### src/rtl/fp_add_ctrl_pkg.sv
// Shared types for the FP-adder sharing controller: FSM state encoding and operand width.
// Latency: n/a (type/constant package only).
// Backpressure: n/a.
package fp_add_ctrl_pkg;

    // IEEE-754 single precision operand/sum width.
    localparam int FP_W = 32;

    typedef enum logic [1:0] {
        IDLE  = 2'd0,
        ISSUE = 2'd1,
        WAIT  = 2'd2,
        RESP  = 2'd3
    } state_e;

endpackage

### src/rtl/rr_arbiter.sv
// Round-robin picker: first requester above last_grant_i, wrapping to the lowest index.
// Latency: purely combinational, zero cycles.
// Backpressure: enable_i low forces grant_o to zero; idx_o still reflects the would-be winner.
//
// Ports:
//   req_i        request vector, one bit per requester
//   last_grant_i index served most recently (its successor has top priority)
//   enable_i     arbiter may grant this cycle
//   grant_o      one-hot grant (zero when disabled or no request)
//   idx_o        binary index of the winner (0 when no request)
module rr_arbiter #(
    parameter int NREQ  = 4,
    parameter int IDX_W = $clog2(NREQ)
) (
    input  logic [NREQ-1:0]  req_i,
    input  logic [IDX_W-1:0] last_grant_i,
    input  logic             enable_i,
    output logic [NREQ-1:0]  grant_o,
    output logic [IDX_W-1:0] idx_o
);

    logic [NREQ-1:0] upper;
    logic [NREQ-1:0] masked;
    logic [NREQ-1:0] pool;
    logic [NREQ-1:0] lowest;

    always_comb begin
        upper = '0;
        for (int i = 0; i < NREQ; i++) begin
            upper[i] = (i > int'(last_grant_i));
        end
        // Requests strictly above the last winner take precedence; if none,
        // fall back to the full vector, which realises the wrap-around.
        masked = req_i & upper;
        pool   = (|masked) ? masked : req_i;
        // Two's-complement trick isolates the lowest set bit.
        lowest = pool & (~pool + NREQ'(1));

        idx_o = '0;
        for (int i = 0; i < NREQ; i++) begin
            if (lowest[i]) begin
                idx_o = IDX_W'(i);
            end
        end
        grant_o = enable_i ? lowest : '0;
    end

endmodule

### src/rtl/fp_add_arbiter.sv
// Shares one fixed-latency FP adder among NREQ requesters, one operation in flight.
// Latency: grant cycle to rsp_valid is ADD_LAT+2 cycles; issue interval ADD_LAT+3 minimum.
// Backpressure: response held in RESP until rsp_ready; no grants while busy, requests wait.
//
// Ports:
//   clk18, rst18           clock and synchronous active-high reset
//   req_valid/req_ready    per-requester request handshake, one-hot grant in IDLE only
//   req_a/req_b            packed operand pairs, requester i at [i*FP_W +: FP_W]
//   rsp_valid/rsp_ready    response handshake; rsp_sum/rsp_id held until accepted
//   busy                   high whenever an operation is being handled
//   fa_a/fa_b/fa_start     operands and one-cycle start pulse to the adder
//   fa_sum                 adder result, sampled exactly ADD_LAT cycles after start
module fp_add_arbiter #(
    parameter int NREQ    = 4,
    parameter int ADD_LAT = 4,
    parameter int FP_W    = fp_add_ctrl_pkg::FP_W
) (
    input  logic                     clk18,
    input  logic                     rst18,
    input  logic [NREQ-1:0]          req_valid,
    output logic [NREQ-1:0]          req_ready,
    input  logic [NREQ*FP_W-1:0]     req_a,
    input  logic [NREQ*FP_W-1:0]     req_b,
    output logic                     rsp_valid,
    input  logic                     rsp_ready,
    output logic [FP_W-1:0]          rsp_sum,
    output logic [$clog2(NREQ)-1:0]  rsp_id,
    output logic                     busy,
    output logic [FP_W-1:0]          fa_a,
    output logic [FP_W-1:0]          fa_b,
    output logic                     fa_start,
    input  logic [FP_W-1:0]          fa_sum
);
    import fp_add_ctrl_pkg::*;

    localparam int IDX_W = $clog2(NREQ);
    // Counter only needs to hold ADD_LAT-1; keep at least one bit for ADD_LAT=1.
    localparam int CNT_W = (ADD_LAT > 1) ? $clog2(ADD_LAT) : 1;

    state_e             state_q, state_d;
    logic [CNT_W-1:0]   cnt_q, cnt_d;
    logic [IDX_W-1:0]   last_grant_q;
    logic [IDX_W-1:0]   rsp_id_q;
    logic [FP_W-1:0]    fa_a_q, fa_b_q, rsp_sum_q;
    logic [IDX_W-1:0]   win_idx;
    logic               arb_en;

    rr_arbiter #(
        .NREQ  (NREQ),
        .IDX_W (IDX_W)
    ) u_arb (
        .req_i        (req_valid),
        .last_grant_i (last_grant_q),
        .enable_i     (arb_en),
        .grant_o      (req_ready),
        .idx_o        (win_idx)
    );

    // State register and latency counter.
    always_ff @(posedge clk18) begin
        if (rst18) begin
            state_q <= IDLE;
            cnt_q   <= '0;
        end else begin
            state_q <= state_d;
            cnt_q   <= cnt_d;
        end
    end

    // Next-state logic.
    always_comb begin
        state_d = state_q;
        cnt_d   = cnt_q;
        unique case (state_q)
            IDLE: begin
                if (|req_valid) begin
                    state_d = ISSUE;
                end
            end
            ISSUE: begin
                cnt_d   = CNT_W'(ADD_LAT - 1);
                state_d = WAIT;
            end
            WAIT: begin
                if (cnt_q == '0) begin
                    state_d = RESP;
                end else begin
                    cnt_d = cnt_q - CNT_W'(1);
                end
            end
            RESP: begin
                if (rsp_ready) begin
                    state_d = IDLE;
                end
            end
            default: state_d = IDLE;
        endcase
    end

    // Outputs decoded from state.
    always_comb begin
        arb_en    = (state_q == IDLE);
        fa_start  = (state_q == ISSUE);
        rsp_valid = (state_q == RESP);
        busy      = (state_q != IDLE);
    end

    // Datapath: operands captured only in the grant cycle, sum only on the
    // final WAIT cycle, so both stay stable for the rest of the operation.
    always_ff @(posedge clk18) begin
        if (rst18) begin
            fa_a_q       <= '0;
            fa_b_q       <= '0;
            rsp_sum_q    <= '0;
            rsp_id_q     <= '0;
            last_grant_q <= IDX_W'(NREQ - 1);
        end else begin
            if (state_q == IDLE && (|req_valid)) begin
                fa_a_q       <= req_a[int'(win_idx)*FP_W +: FP_W];
                fa_b_q       <= req_b[int'(win_idx)*FP_W +: FP_W];
                rsp_id_q     <= win_idx;
                last_grant_q <= win_idx;
            end
            if (state_q == WAIT && cnt_q == '0) begin
                rsp_sum_q <= fa_sum;
            end
        end
    end

    assign fa_a    = fa_a_q;
    assign fa_b    = fa_b_q;
    assign rsp_sum = rsp_sum_q;
    assign rsp_id  = rsp_id_q;

endmodule

### config.mk
export PLATFORM = sky130hd
export DESIGN_NAME = fp_add_arbiter
export DESIGN_NICKNAME = d
export VERILOG_FILES = /design/src/rtl/fp_add_ctrl_pkg.sv /design/src/rtl/rr_arbiter.sv /design/src/rtl/fp_add_arbiter.sv
export SDC_FILE = /design/constraint.sdc
export NUM_CORES = 1
export LEC_CHECK = 0
export BUFFER_PORTS_ARGS = -buffer_cell sky130_fd_sc_hd__clkbuf_2
export CELL_PAD_IN_SITES_DETAIL_PLACEMENT = 0
export CELL_PAD_IN_SITES_GLOBAL_PLACEMENT = 1
export CORE_AREA = 2 2 155 157
export CTS_CLUSTER_SIZE = 8
export DETAILED_ROUTE_END_ITERATION = 10
export DIE_AREA = 0 0 157 159
export GPL_ROUTABILITY_DRIVEN = 0
export GPL_TIMING_DRIVEN = 0
export PLACE_DENSITY_LB_ADDON = 0.1
export SYNTH_ARGS = -nofsm -noshare
export SYNTH_HDL_FRONTEND = slang
export SYNTH_SLANG_ARGS = --single-unit
### constraint.sdc
create_clock -name clk18 -period 4 [get_ports clk18]
set_input_delay 0.8 -clock clk18 [delete_from_list [all_inputs] [get_ports clk18]]
set_output_delay 0.8 -clock clk18 [all_outputs]
set_load 0.05 [all_outputs]
==> results of run 1 <==
[layout make-up]
type / instances / area share (%)
clock inverters: 7 / 0.9639
repair buffers: 397 / 23.92
inverters: 7 / 0.3163
well taps: 319 / 4.804
flip-flops and latches: 104 / 25.06
multi-input cells: 414 / 37.03
clock buffers: 9 / 2.711
plain buffers: 70 / 5.136
diodes: 2 / 0.06024
[routing by layer]
layer	vias up	GRT usage [%]	share of wire, %	routed length, um
met1	2877	24.90	42	11100
met3	24	5.716	7.9	2108
met5	-	0	0.049	13
met4	2	6.088	1.7	448
met2	249	36.46	49	13020
li1	3136	-	-	-
[worst max-delay path, cell delays in order]
cell and delay, ns:
clkbuf_2 0.15, nor2_1 0.23, a21oi_1 0.07, o22ai_1 0.13
and3_1 0.17, clkbuf_2 0.27
[cell families (layout without fill, tap and decap cells)]
group	count (synthesis)	count (layout)
other cells	0	2
fa+ha+maj	5	5
simple gates	98	98
buf+inv	77	490
mux	65	65
compound gates	246	246
flops	104	104
[flip-flops by register name, indices dropped and copies added, names as in the netlist]
register      count
fa_a             32
fa_b             32
rsp_sum          32
cnt_q             2
last_grant_q      2
rsp_id            2
state_q           2
[worst max path at each step]
stage                        end          from  slack, ns
floorplan           req_ready[1]  req_valid[3]       0.99
global route        req_ready[3]  req_valid[1]       1.27
CTS                 req_ready[3]  req_valid[1]       1.40
finish              req_ready[3]  req_valid[1]       1.37
detailed placement      fa_b[22]  req_valid[1]       1.20
global placement        fa_b[22]  req_valid[1]       1.19
[through the flow]
stage                     hold slack, ns  std cells  area (um^2)
after floorplan                   0.4558        595         5612
after detailed placement          0.4476       1311         7998
after global routing              0.4747       1328         8305
after CTS                         0.4572       1327         8303
after global placement            0.4420       1311         7998
final                             0.4560       1329         8308
[cells in the final DEF (no fill, tap or decap), types with 2 or more instances in the layout]
master and count:
a21oi_1 105, a221oi_1 34, a221oi_2 31, buf_12 4, buf_2 19, buf_4 6, buf_6 4, buf_8 2
clkbuf_1 35, clkbuf_16 9, clkbuf_2 397, clkinv_4 2, clkinvlp_4 2, dfxtp_1 104, diode_2 2, ha_1 5
inv_1 7, inv_6 2, mux2i_1 64, nand2_1 68, nand2b_1 2, nand2b_2 2, nor2_1 13, nor2b_1 2
nor3_1 5, o21ai_0 2, o21ai_1 2, o221ai_1 64, o22ai_1 2
[report_power, final]
part	switching, mW	internal [mW]	total [mW]
Clock	0.448	0.493	0.941
Combinational	3.24	1.31	4.56
Sequential	0.213	1.46	1.67
==> results.ini, run 1 <==
[yosys]
yosysSeqAreaShare_pct=37.10
synth_simple_gate_area_share_pct=7.625
synth_ff_type=dfxtp_1
syn_nets=895
yosys-top-cells-area=dfxtp_1 (37%), mux2i_1 (11%), o221ai_1 (10%)
synth-seq-cells=104
synth_fa_ha_area_share_pct=1.115
netlist_instances=595
synth_edf_count=0
synth_common_cells=a21oi_1 (105), dfxtp_1 (104), nand2_1 (68), mux2i_1 (64), o221ai_1 (64)
synth_top_family_by_area=compound AO/OA/AOI/OAI gates
synth-compound-area-share_pct=34.47
netlist.area_leader.share_pct=37.10
netlist_area_um2=5612
synth_xor_area_share_pct=0
synth_cell_type_count=36
avgSynthCellArea_um2=9.431
synthMuxAreaShare_pct=11.62
yosysMostFrequentCell=a21oi_1
yosysWarnings=0
async_reset_ff_share_pct=0
yosysTopAreaCell=dfxtp_1

[min_path]
holdPathEnd=rsp_sum[17]
hold_path_class=reg2reg
holdPathStages=2
min_from=rsp_sum[17]

[timing]
hold_viol=0
worst_pin_slew_ns=0.9238
grt_setup_unrepaired=no
fin_ws_ns=1.368
setup_violations=0
relSlewSlack_pct=38.42
final.setup_skew_ns=0.007162
finalCritPeriodShare_pct=65.81
period_minus_slack_ns=2.632
slew_violations=0
fmax_mhz=379.9
setup_tns_ns=0

[clock_network]
clockBufferDepth=2
htreeDepth=3
root_buffer=clkbuf_16
cts_buffers=9
cts.sinks=104
cts_setup_buffers=0
clkTransAtPathRegs_ns=0.07
clock_latency_ns=0.36
cts_tree=yes
postCtsHoldBufs=0
cts_resized=0

[power_and_ir_drop]
ir_worst_vdd_mv=0.2986
leakage_nw=3.884
finalPower_mw=7.166
powerDensity_nw_per_um2=862.5

[critical_path]
ff2ff_setup_slack_ns=1.66
crit_path_start_kind=primary input
arrival_ns=1.83
cp-end-kind=output port
worstReg2RegStart=state_q[0]
critPathRequiredTime_ns=3.20
crit_fanout=8
worstRegToRegCells=8
critPathKind=in2out
rr_endpoint=fa_b[23]

[routing]
first_pass_iters=4
drt_wl_total_um=26690
remaining_drc_errors=0
ant_nets=0
drtIter0Drc=321
viasPerCell=4.731
vias=6288
post_drt_wl_per_cell_um=20.09

[place]
dp_worst_setup_slack_ns=1.197
portBuffers=397
dpl.hpwl_um=21510

[die]
coreArea_um2=23190
pin_count=400
die_height_um=159
rows=56
die_w_um=157
dieArea_um2=24960
initial_core_util_pct=24.20

[run]
cap_violations=0

[run_status]
outcome=completed

[global_route]
grt_max_degree=19
grt_pass1_vias=6525
grt_pass1_wl_um=39460
grt_overflow=0
grt_usage_pct=20.90
antenna_found_initial=3

[layout]
layout-drive-gt1-share_pct=48.21
nets=1303
ff_latch_area_um2=2082
multi_input_area_um2=3077
final_util_pct=35.82
n_fill_cell=2503
areaGrowthSynthToFinish_pct=48.05

(Power assumes the default switching activity.)
==> run 2, diff against run 1 <==
--- a/config.mk
+++ b/config.mk
@@ -5,13 +5,13 @@
 export SDC_FILE = /design/constraint.sdc
 export NUM_CORES = 1
 export LEC_CHECK = 0
+export ABC_AREA = 1
 export BUFFER_PORTS_ARGS = -buffer_cell sky130_fd_sc_hd__clkbuf_2
 export CELL_PAD_IN_SITES_DETAIL_PLACEMENT = 0
 export CELL_PAD_IN_SITES_GLOBAL_PLACEMENT = 1
-export CORE_AREA = 2 2 155 157
+export CORE_UTILIZATION = 25
 export CTS_CLUSTER_SIZE = 8
 export DETAILED_ROUTE_END_ITERATION = 10
-export DIE_AREA = 0 0 157 159
 export GPL_ROUTABILITY_DRIVEN = 0
 export GPL_TIMING_DRIVEN = 0
 export PLACE_DENSITY_LB_ADDON = 0.1
==> constraint.sdc (replaced) <==
create_clock -name clk18 -period 2.2 [get_ports clk18]
set_input_delay 0.44 -clock clk18 [delete_from_list [all_inputs] [get_ports clk18]]
set_output_delay 0.44 -clock clk18 [all_outputs]
set_load 0.05 [all_outputs]
==> run 2 against run 1 <==
Synthesized area grew 25%; global-route usage down 0.41 points; register-to-register slack worse by 1.4 ns; sequential cell count unchanged; die area up 15%; combinational power up 94%; setup slack got worse by 1.3 ns; critical endpoint is now req_ready[1]; critical path type is now reg2out.
==> results.ini, run 2 <==
[yosys]
syn_nets=1546  ; +73%
synth_ff_type=dfxtp_1
synth-seq-cells=104  ; unchanged
synth_edf_count=0  ; unchanged
yosysWarnings=0  ; unchanged
synth_cell_type_count=25  ; -31%
netlist_area_um2=6988  ; +25%
netlist_instances=1246  ; +110%
async_reset_ff_share_pct=0  ; unchanged
netlist.area_leader.share_pct=29.79  ; -7.3 points
synth_common_cells=nand2_1 (402), inv_1 (271), nand3_1 (130), dfxtp_1 (104), o21ai_0 (87)
yosys-top-cells-area=dfxtp_1 (30%), nand2_1 (22%), inv_1 (15%)
yosysTopAreaCell=dfxtp_1
avgSynthCellArea_um2=5.608  ; -41%
yosysMostFrequentCell=nand2_1
yosysSeqAreaShare_pct=29.79  ; -7.3 points

[power_and_ir_drop]
pwr-share-seq_pct=22.7  ; -0.6 points
powerDensity_nw_per_um2=1400  ; +62%
netSwitchingFraction_pct=57.42  ; +3.0 points
finalPower_mw=13.78  ; +92%
switching_power_mw=7.912  ; +100%
p_clk_share_pct=13.0  ; about the same
leakage_nw=6.206  ; +60%
p_int_mw=5.868  ; +80%
ir_worst_vdd_mv=0.4832  ; +62%
pwr-share-comb_pct=64.3  ; +0.7 points

[timing]
grt_setup_unrepaired=yes
worst_pin_slew_ns=0.8023  ; -0.1215 ns
relSlewSlack_pct=46.51  ; +8.1 points
final.setup_skew_ns=0.01421  ; +0.007048 ns
hold_viol=0  ; unchanged
period_minus_slack_ns=2.091
fmax_mhz=478.2
setup_violations=0  ; unchanged
finalCritPeriodShare_pct=95.06
slew_violations=0  ; unchanged

[critical_path]
worstPathCellList=nand2_1 -> nand2_1 -> nand3_1 -> nand2_2 -> nand2_1 -> clkbuf_4 -> nor2_1 -> clkbuf_8
arrival_ns=1.65  ; -0.18 ns
crit_fanout=10  ; +2
critPathRequiredTime_ns=1.76  ; -1.44 ns
cp_common_cell=nand2_1
cp_slowest_cell=dfxtp_1
cp-end-kind=output port
critPathKind=reg2out
crit_path_start_kind=flip-flop
max_stage_delay_ns=0.37  ; +0.10 ns

[die]
rows=60  ; +7.1%
initial_core_util_pct=25.71  ; +1.5 points
coreArea_um2=27180  ; +17%
pin_count=400  ; unchanged
die_w_um=169.2  ; +7.8%
die_height_um=169.2  ; +6.4%
dieArea_um2=28620  ; +15%

[global_route]
grt_overflow=0  ; unchanged
grt_max_degree=23  ; +4
antenna_found_initial=5  ; +2
grt_pass1_wl_um=45350  ; +15%
grt_usage_pct=20.49  ; -0.41 points
grt_pass1_vias=8394  ; +29%

[layout]
final_area_um2=9844  ; +18%
n_fill_cell=3239  ; +29%
instances_no_fill=2039  ; +53%
layout_commonest_cell=clkbuf_2
final_cell_mix=clkbuf_2 (402), nand2_1 (401), inv_1 (271)
areaGrowthSynthToFinish_pct=40.88
nets=1958  ; +50%
layout-drive-gt1-share_pct=29.04  ; -19 points

[place]
postPlaceCellArea_um2=9450  ; +18%
dpl.cell_count=2017  ; +54%
portBuffers=399  ; +0.50%
dpl.hpwl_um=23360  ; +8.6%

[clock_network]
root_buffer=clkbuf_16
clockBufferDepth=2  ; unchanged
cts_buffers=9  ; unchanged
cts_tree=yes
postCtsHoldBufs=0  ; unchanged
cts.sinks=104  ; unchanged
clkTransAtPathRegs_ns=0.08  ; about the same
htreeDepth=3  ; unchanged
clock_latency_ns=0.36  ; about the same

[routing]
ant_nets=0  ; unchanged
remaining_drc_errors=0  ; unchanged
first_pass_iters=5  ; +1
post_drt_wl_per_cell_um=14.51  ; -28%
viasPerCell=4.192  ; -11%
drt_wl_total_um=29590  ; +11%
drtIter0Drc=362  ; +13%
vias=8547  ; +36%

[run]
cap_violations=0  ; unchanged

[min_path]
hold_path_class=in2reg

[run_status]
outcome=completed

## run 2: through the flow
stage | hold slack (ns) | worst slack (ns) | util [%] | setup TNS, ns
floorplan | 0.4314 | -0.2626 | - | -0.5252
global placement | 0.4483 | -0.1533 | 34.77 | -5.294
detailed placement | 0.4539 | -0.1790 | 34.77 | -7.054
CTS | 0.2877 | 0.0007214 | 36.03 | 0
global route | 0.2959 | -0.03490 | 36.22 | -0.05411
finish | 0.3016 | 0.1087 | 36.22 | 0
## run 2: repair_timing
item                                    CTS  global route
endpoints found under the setup margin   62            61
resized for setup                        14            13
pin swaps                                 0             1
setup buffers                             0             2
## run 2: kinds of logic (layout without fill, tap and decap cells)
logic type	count (synthesis)	after routing	synth area share, %
flops	104	104	29.79
buf+inv	352	769	21.00
simple gates	610	610	35.47
compound gates	175	175	12.84
fa+ha+maj	5	5	0.8953
other cells	0	4	0
## run 2: critical path, delay by kind of cell, from the launching register on
family	cells	cell delay, ns
DFF	1	0.37
and+or+nand+nor	6	0.53
buffers and inverters	2	0.40
## run 2: layout make-up
class / count / area [um^2] / area share (%)
repair buffers: 401 / 2041 / 20.73
clock inverters: 7 / 88.84 / 0.9024
diodes: 4 / 10.01 / 0.1017
flip-flops and latches: 104 / 2083 / 21.16
well taps: 372 / 465.4 / 4.728
plain buffers: 79 / 460.4 / 4.677
multi-input cells: 790 / 3446 / 35.00
clock buffers: 9 / 225.2 / 2.288
inverters: 273 / 1025 / 10.41
## run 2: final timing paths
check / startpoint / endpoint / slack (ns) / depth (start not counted)
setup / recovery: last_grant_q[0] / req_ready[1] / 0.11 / 8
hold / removal: rst18 / rsp_id[1] / 0.30 / 2
setup reg to reg: state_q[1] / fa_a[19] / 0.22 / 9
hold reg to reg: rsp_id[1] / rsp_id[1] / 0.47 / 2
## run 2: power by group through the flow
stage	sequential (mW)	clock [mW]	combinational, mW
after floorplan	5.73	0	3.73
after global placement	3.16	0	8.86
after detailed placement	3.17	0	8.88
after CTS	3.13	1.84	8.94
after global routing	3.22	1.91	9.74
final	3.13	1.79	8.86
## run 2: layer usage
| metal | vias to the layer above | GRT usage (%) | wire length (um) |
|---|---|---|---|
| li1 | 4560 | - | - |
| met2 | 278 | 35.41 | 14170 |
| met1 | 3684 | 25.20 | 12840 |
| met5 | - | 0 | 0 |
| met3 | 25 | 4.664 | 1985 |
| met4 | 0 | 6.150 | 583 |
==> run 3, diff against run 2 <==
--- a/config.mk
+++ b/config.mk
@@ -6,7 +6,7 @@
 export NUM_CORES = 1
 export LEC_CHECK = 0
 export ABC_AREA = 1
-export BUFFER_PORTS_ARGS = -buffer_cell sky130_fd_sc_hd__clkbuf_2
+export BUFFER_PORTS_ARGS = -buffer_cell sky130_fd_sc_hd__buf_2
 export CELL_PAD_IN_SITES_DETAIL_PLACEMENT = 0
 export CELL_PAD_IN_SITES_GLOBAL_PLACEMENT = 1
 export CORE_UTILIZATION = 25
@@ -18,3 +18,4 @@
 export SYNTH_ARGS = -nofsm -noshare
 export SYNTH_HDL_FRONTEND = slang
 export SYNTH_SLANG_ARGS = --single-unit
+export TNS_END_PERCENT = 30
==> run 3 against run 2 <==
First-iteration DRC count grew 1.4%; via count is 0.71% higher; final area about the same; clock power barely moved; sequential power barely moved; clock skew down 0.0033 ns; combinational power about the same.
==> results.ini, run 3 (synthesis results as in run 2) <==
[die]
die_height_um=169.2  ; unchanged
dieArea_um2=28620  ; unchanged
rows=60  ; unchanged
coreArea_um2=27180  ; unchanged
pin_count=400  ; unchanged
initial_core_util_pct=25.71  ; unchanged
die_w_um=169.2  ; unchanged

[place]
dpl.hpwl_um=23390  ; +0.11%
dp_worst_setup_slack_ns=-0.2051  ; -0.02615 ns
postPlaceCellArea_um2=9450  ; unchanged
dpl.cell_count=2017  ; unchanged
portBuffers=399  ; unchanged

[routing]
drt_wl_total_um=29590  ; about the same
first_pass_iters=5  ; unchanged
viasPerCell=4.211  ; +0.47%
ant_nets=0  ; unchanged
post_drt_wl_per_cell_um=14.48  ; -0.23%
vias=8608  ; +0.71%
drtIter0Drc=367  ; +1.4%
remaining_drc_errors=0  ; unchanged

[power_and_ir_drop]
netSwitchingFraction_pct=57.23  ; -0.19 points
leakage_nw=6.188  ; -0.28%
switching_power_mw=7.861  ; -0.65%
ir_worst_vdd_mv=0.5399  ; +12%
pwr-share-seq_pct=22.6  ; about the same
pwr-share-comb_pct=64.6  ; +0.3 points
p_clk_share_pct=12.8  ; -0.2 points
powerDensity_nw_per_um2=1396  ; -0.28%
finalPower_mw=13.74  ; -0.31%
p_int_mw=5.876  ; +0.13%

[clock_network]
clock_latency_ns=0.37  ; about the same
root_buffer=clkbuf_16
cts_buffers=9  ; unchanged
clkTransAtPathRegs_ns=0.08  ; about the same
cts.sinks=104  ; unchanged
cts_tree=yes
clockBufferDepth=2  ; unchanged
postCtsHoldBufs=0  ; unchanged
htreeDepth=3  ; unchanged

[min_path]
hold_path_class=in2reg
min_from=rst18

[layout]
instances_no_fill=2044  ; +0.25%
layout_commonest_cell=buf_2
final_cell_mix=buf_2 (418), nand2_1 (401), inv_1 (270)
ff_latch_area_um2=2083  ; unchanged
final_area_um2=9841  ; about the same
n_fill_cell=3253  ; +0.43%
areaGrowthSynthToFinish_pct=40.82  ; about the same
multi_input_area_um2=3441  ; -0.15%
layout-drive-gt1-share_pct=29.04  ; unchanged
nets=1958  ; unchanged

[critical_path]
cp-end-kind=output port
worstReg2RegStart=last_grant_q[1]
critPathRequiredTime_ns=1.76  ; about the same
critPathKind=reg2out
startpoint=last_grant_q[0]
arrival_ns=1.61  ; -0.04 ns
crit_fanout=10  ; unchanged
crit_path_start_kind=flip-flop

[global_route]
grt_pass1_vias=8267  ; -1.5%
grt_overflow=0  ; unchanged
grt_pass1_wl_um=44840  ; -1.1%
antenna_found_initial=12  ; +7
grt_max_degree=23  ; unchanged
grt_usage_pct=20.47  ; -0.021 points

[timing]
fin_ws_ns=0.1485  ; +0.03985 ns
period_minus_slack_ns=2.051  ; -0.03985 ns
fmax_mhz=487.5  ; +1.9%
finalCritPeriodShare_pct=93.25  ; -1.8 points
slew_violations=0  ; unchanged
grt_setup_unrepaired=yes
setup_tns_ns=0  ; unchanged
setup_violations=0  ; unchanged
final.setup_skew_ns=0.01095  ; -0.003262 ns
relSlewSlack_pct=49.73  ; +3.2 points
hold_viol=0  ; unchanged
worst_pin_slew_ns=0.7539  ; -0.04834 ns

[run_status]
outcome=completed

[run]
cap_violations=0  ; unchanged

## run 3: cell types whose count changed in the layout (fill, tap and decap cells not counted), sizes merged
cell,before,now
diode,4,9
buf,57,453
clkbuf,432,36
## run 3: through the flow
step	util, %	hold slack [ns]
floorplan	-	0.4314
global placement	34.77	0.4479
detailed placement	34.77	0.4538
CTS	35.99	0.2757
global route	36.16	0.2803
finish	36.21	0.2863
## run 3: worst max-delay path, stage by stage (launching register included)
cell,delay [ns]
dfxtp_1,0.36
nand2_1,0.06
nand2_1,0.07
nand3_1,0.08
nand2_2,0.11
nand2_1,0.07
buf_2,0.19
nor2_1,0.14
buf_6,0.17
## run 3: worst paths after layout
kind | cells past startpoint | endpoint | slack, ns
max | 8 | req_ready[1] | 0.15
min | 2 | rsp_id[1] | 0.29
max reg2reg | 9 | fa_a[25] | 0.22
min reg2reg | 2 | rsp_id[0] | 0.46
## run 3: what timing repair did
action / 4_1_cts / 5_1_grt
setup buffers: 0 / 2
pin swaps: 0 / 1
setup endpoints to repair: 66 / 59
gates resized for setup: 12 / 7
## run 3: metal layers
layer / global-route usage [%] / wire [um] / share of wire [%]
met5: 0 / 51 / 0.17
met4: 5.249 / 355 / 1.2
met3: 4.664 / 1901 / 6.4
met2: 35.91 / 14290 / 48
met1: 25.07 / 12990 / 44
## run 3: final cells by class
class / count / share of cell area, %
repair buffers: 401 / 20.69
well taps: 372 / 4.730
clock buffers: 9 / 2.289
multi-input cells: 790 / 34.97
inverters: 273 / 10.41
clock inverters: 7 / 0.8773
flip-flops and latches: 104 / 21.17
diodes: 9 / 0.2289
plain buffers: 79 / 4.641
## run 3: power by group through the flow
stage,Clock [mW],Sequential [mW],Combinational (mW)
floorplan,0,5.73,3.73
global placement,0,3.13,8.89
detailed placement,0,3.13,8.90
CTS,1.81,3.11,8.96
global route,1.88,3.20,9.76
finish,1.76,3.10,8.88
